## config.mk

```make
export PLATFORM = sky130hd
export DESIGN_NAME = alu_operand_loader
export DESIGN_NICKNAME = d
export VERILOG_FILES = /design/src/rtl/alu_operand_loader.sv
export SDC_FILE = /design/constraint.sdc
export NUM_CORES = 1
export LEC_CHECK = 0
export CORE_MARGIN = 1.5
export CORE_UTILIZATION = 45
export CTS_CLUSTER_SIZE = 25
export DETAILED_ROUTE_END_ITERATION = 12
export PLACE_DENSITY = 0.81
export SLEW_MARGIN = 40
export SYNTH_ARGS = -nofsm -noshare
export SYNTH_HDL_FRONTEND = slang
export SYNTH_SLANG_ARGS = --single-unit
```

## constraint.sdc

```tcl
create_clock -name clk -period 3.7 [get_ports clk]
set_clock_uncertainty 0.05 [all_clocks]
set_input_delay 0.37 -clock clk [delete_from_list [all_inputs] [get_ports clk]]
set_output_delay 0.37 -clock clk [all_outputs]
set_load 0.05 [all_outputs]
```

## src/rtl/alu_operand_loader.sv

```systemverilog
// Byte-serial operand sequencer for the 8-bit ALU: gathers A, B and the selector
// over one byte bus and offers them as a registered set with a valid/ready handshake.
module alu_operand_loader #(
   parameter int SEL_W = 3
) (
   input  logic             clk,
   input  logic             rst,
   input  logic [7:0]       data_in,
   input  logic             wr_en,
   input  logic             clr,
   output logic [7:0]       a_out,
   output logic [7:0]       b_out,
   output logic [SEL_W-1:0] sel_out,
   output logic             op_valid,
   input  logic             op_ready,
   output logic             busy,
   output logic             ovf,
   output logic [1:0]       phase
);

   typedef enum logic [1:0] {
      S_A    = 2'b00,
      S_B    = 2'b01,
      S_OP   = 2'b10,
      S_HOLD = 2'b11
   } state_t;

   typedef struct packed {
      logic [7:0]       a;
      logic [7:0]       b;
      logic [SEL_W-1:0] sel;
   } opset_t;

   state_t state, state_nxt;
   opset_t opset;
   logic   ld_a, ld_b, ld_sel, drop;

   always_ff @(posedge clk) begin
      if (rst) state <= S_A;
      else     state <= state_nxt;
   end

   // clr wins over any byte or handshake in the same cycle, so all load strobes stay low
   always_comb begin
      state_nxt = state;
      ld_a      = 1'b0;
      ld_b      = 1'b0;
      ld_sel    = 1'b0;
      drop      = 1'b0;
      if (clr) begin
         state_nxt = S_A;
      end else begin
         case (state)
            S_A: if (wr_en) begin
               ld_a      = 1'b1;
               state_nxt = S_B;
            end
            S_B: if (wr_en) begin
               ld_b      = 1'b1;
               state_nxt = S_OP;
            end
            S_OP: if (wr_en) begin
               ld_sel    = 1'b1;
               state_nxt = S_HOLD;
            end
            S_HOLD: begin
               if (op_ready) begin
                  ld_a      = wr_en;
                  state_nxt = wr_en ? S_B : S_A;
               end else begin
                  drop = wr_en;
               end
            end
            default: state_nxt = S_A;
         endcase
      end
   end

   always_ff @(posedge clk) begin
      if (rst) begin
         opset <= '0;
         ovf   <= 1'b0;
      end else begin
         if (ld_a)   opset.a   <= data_in;
         if (ld_b)   opset.b   <= data_in;
         if (ld_sel) opset.sel <= data_in[SEL_W-1:0];
         if (clr)       ovf <= 1'b0;
         else if (drop) ovf <= 1'b1;
      end
   end

   always_comb begin
      op_valid = (state == S_HOLD);
      busy     = (state != S_A);
      phase    = state;
      a_out    = opset.a;
      b_out    = opset.b;
      sel_out  = opset.sel;
   end

endmodule

```

==> impl_metrics.env <==
export IMPL_status="completed"
export IMPL_die_x_um=50.0
export IMPL_finalSetupTns_ns=0
export IMPL_dieHeight_um=50.0
export IMPL_num_rows=16
export IMPL_io_buffer_count=36
export IMPL_cts_root_buf="clkbuf_4"
export IMPL_firstDrtPassIters=4
export IMPL_syn_instance_count=106
export IMPL_period_needed_ns=2.41
export IMPL_cp_common_cell="inv_1"
export IMPL_final_cell_area_um2=1410
export IMPL_wl_mm=2.19
export IMPL_arrival_ns=1.99
export IMPL_critPathRequiredTime_ns=3.28
export IMPL_grt_pass1_vias=925
export IMPL_use_met1_pct=22.2
export IMPL_ys_seq_area_share_pct=44.3
export IMPL_ant_nets=0
export IMPL_relSlewSlack_pct=50.1
export IMPL_h_tree_depth=1
export IMPL_synth_avg_cell_area_um2=9.37
export IMPL_dieArea_um2=2500
export IMPL_drive_gt1_share_pct=5.67
export IMPL_grt_setup_unrepaired="no"
export IMPL_dpl_cell_area_um2=1360
export IMPL_holdPathStages=2
export IMPL_hold_violations=0
export IMPL_fmax_mhz=415
export IMPL_io_pins=37
export IMPL_min_path_type="reg2reg"
export IMPL_path_buf_inv=3
export IMPL_crit_cells=4
export IMPL_grt_util_all_layers_pct=19.7
export IMPL_ys_types=29
export IMPL_netlist_area_um2=993
export IMPL_n_antenna_cell=0
export IMPL_cp_top_family="buffers and inverters"
export IMPL_coreArea_um2=2020
export IMPL_worst_slack_ns=1.29
export IMPL_dpl_worst_slack_ns=1.63
export IMPL_routedWlPerCell_um=13.0
export IMPL_grt_max_degree=22
export IMPL_tightestPinTransition_ns=0.746
export IMPL_critical_path_class="reg2out"
export IMPL_cts_max_path_buffers=2
export IMPL_worst_hold_slack_ns=0.434
export IMPL_vias=885
export IMPL_ys_seq_elements=22
export IMPL_dr_first_iter_drc_count=17
export IMPL_initial_utilization_pct=49.1
export IMPL_setup_violations=0
export IMPL_p_leak_nw=0.599
export IMPL_crit_fanout=6
export IMPL_cts_tree="built"
export IMPL_via_per_inst=5.27
export IMPL_drc_errors=0
export IMPL_reg2reg_depth=5
export IMPL_yosys_warnings=0
export IMPL_finalCritPeriodShare_pct=65.2
export IMPL_grt_antenna_before_repair=0
export IMPL_power_density_nw_per_um2=378
export IMPL_met2_usage_pct=34.0
export IMPL_synthToLayoutAreaGrowth_pct=41.8
export IMPL_insertion_delay_ns=0.30
export IMPL_cp_end_kind="output port"
export IMPL_grt_busiest_layer="met2"
export IMPL_grt_met3_usage_pct=4.85
export IMPL_nets=161
export IMPL_crit_chain="inv_1, ha_1, inv_1, clkdlybuf4s50_1"
export IMPL_fin_util_pct=69.7
export IMPL_post_cts_buffers=0
export IMPL_syn_nets=125
export IMPL_cts_sinks=22
export IMPL_vdd_drop_max_mv=0.370
export IMPL_cts_buffers=3
export IMPL_drv_cap=0
export IMPL_place_gp_congestion=0.805
export IMPL_hold_buffers=0
export IMPL_clk_pin_slew_worst_paths_ns=0.12
export IMPL_grt_pass1_wl_mm=3.86
export IMPL_cp_start_kind="register"
export IMPL_nFillCells=173
export IMPL_grt_ovfl_total=0
export IMPL_drv_slew=0
export IMPL_critPathSlowestCell="clkdlybuf4s50_1"
export IMPL_hpwl_mm=1.57
export IMPL_slowest_delay_ns=0.79
export IMPL_cts_resized=0
final timing paths:
check / from / to / slack, ns
hold reg to reg: ovf$_SDFFE_PP0P_ / ovf$_SDFFE_PP0P_ / 0.43
setup reg to reg: phase[0]$_SDFFE_PP0P_ / a_out[0]$_SDFFE_PP0P_ / 1.80
setup / recovery: phase[0]$_SDFFE_PP0P_ / busy / 1.29
hold / removal: ovf$_SDFFE_PP0P_ / ovf$_SDFFE_PP0P_ / 0.43
sequential cells by signal, summed over array words and instances, names as in the netlist:
| name | count |
|---|---|
| a_out | 8 |
| phase | 2 |
| ovf | 1 |
| sel_out | 3 |
| b_out | 8 |
layout by cell type (no fill, tap or decap):
master	synthesis	layout
a211o_2	1	1
a21o_1	1	1
a21oi_1	10	10
a31oi_1	1	1
and2b_1	1	1
bufinv_16	0	1
clkbuf_4	0	3
clkdlybuf4s50_1	0	36
dfxtp_1	22	22
ha_1	6	6
inv_1	4	4
mux2i_1	11	11
nand2b_1	1	1
nand3_1	8	8
nand3b_1	2	2
nor2_1	14	14
nor2b_1	1	1
nor3_1	1	1
nor3b_2	1	1
nor4_1	1	1
o211ai_1	1	1
o21ai_0	1	1
o21ai_1	8	8
o21ba_2	1	1
o221a_1	1	1
o31ai_1	1	1
or2_2	1	1
or3b_1	1	1
cell families (layout without fill, tap and decap cells):
group	Yosys count	after routing	share of synthesized area [%]
multiplexers	11	11	11.1
flip-flops	22	22	44.3
adder cells (fa/ha/maj)	6	6	7.56
AO/OA/AOI/OAI	26	26	15.6
AND/OR/NAND/NOR	32	32	16.8
buffers and inverters	9	44	4.66
worst register-to-register path, cell delays in order (launching register included):
cell and delay, ns:
dfxtp_1 0.44, inv_1 0.13, ha_1 0.36, or3b_1 0.53
o21ai_1 0.18, a21oi_1 0.08
cell type report:
cell class / count / area, µm² / share of cell area, %
Clock buffer: 3 / 22.5 / 1.60
Sequential cell: 22 / 440 / 31.3
Inverter: 4 / 15.0 / 1.07
Multi-Input combinational cell: 75 / 507 / 36.0
Timing Repair Buffer: 36 / 360 / 25.6
Clock inverter: 1 / 30.0 / 2.13
Tap cell: 27 / 33.8 / 2.40
routing by layer:
metal	wire length, µm	up-vias
met5	0	-
met1	898	401
li1	-	442
met3	225	2
met2	1050	40
met4	14	0
cell usage after synthesis, drive strengths merged:
cell | number | share of area (%)
a31oi | 1 | 0.63
inv | 4 | 1.5
nand3 | 8 | 4.0
a21oi | 10 | 5.0
or3b | 1 | 0.88
o31ai | 1 | 0.76
nor3b | 1 | 1.3
nand2b | 1 | 0.63
clkbuf | 2 | 0.76
a211o | 1 | 1.0
ha | 6 | 7.6
dfxtp | 22 | 44
mux2i | 11 | 11
nor3 | 1 | 0.50
nor2 | 14 | 5.3
buf | 3 | 2.4
or2 | 1 | 0.63
nand3b | 2 | 1.5
nor2b | 1 | 0.63
and2b | 1 | 0.76
o211ai | 1 | 0.76
o21ba | 1 | 1.0
o21ai | 9 | 4.5
nor4 | 1 | 0.63
a21o | 1 | 0.76
o221a | 1 | 1.1
where the power goes:
group,internal (mW),switching [mW]
clock network,0.109,0.0729
registers,0.244,0.00441
logic,0.0394,0.0624
stage by stage:
stage / power (mW) / instances
after CTS: 0.539 / 168
after detailed placement: 0.355 / 164
after global routing: 0.557 / 168
final: 0.533 / 168
after global placement: 0.354 / 164
after floorplan: 0.318 / 106
No activity file was read; power rests on OpenSTA's default activity.
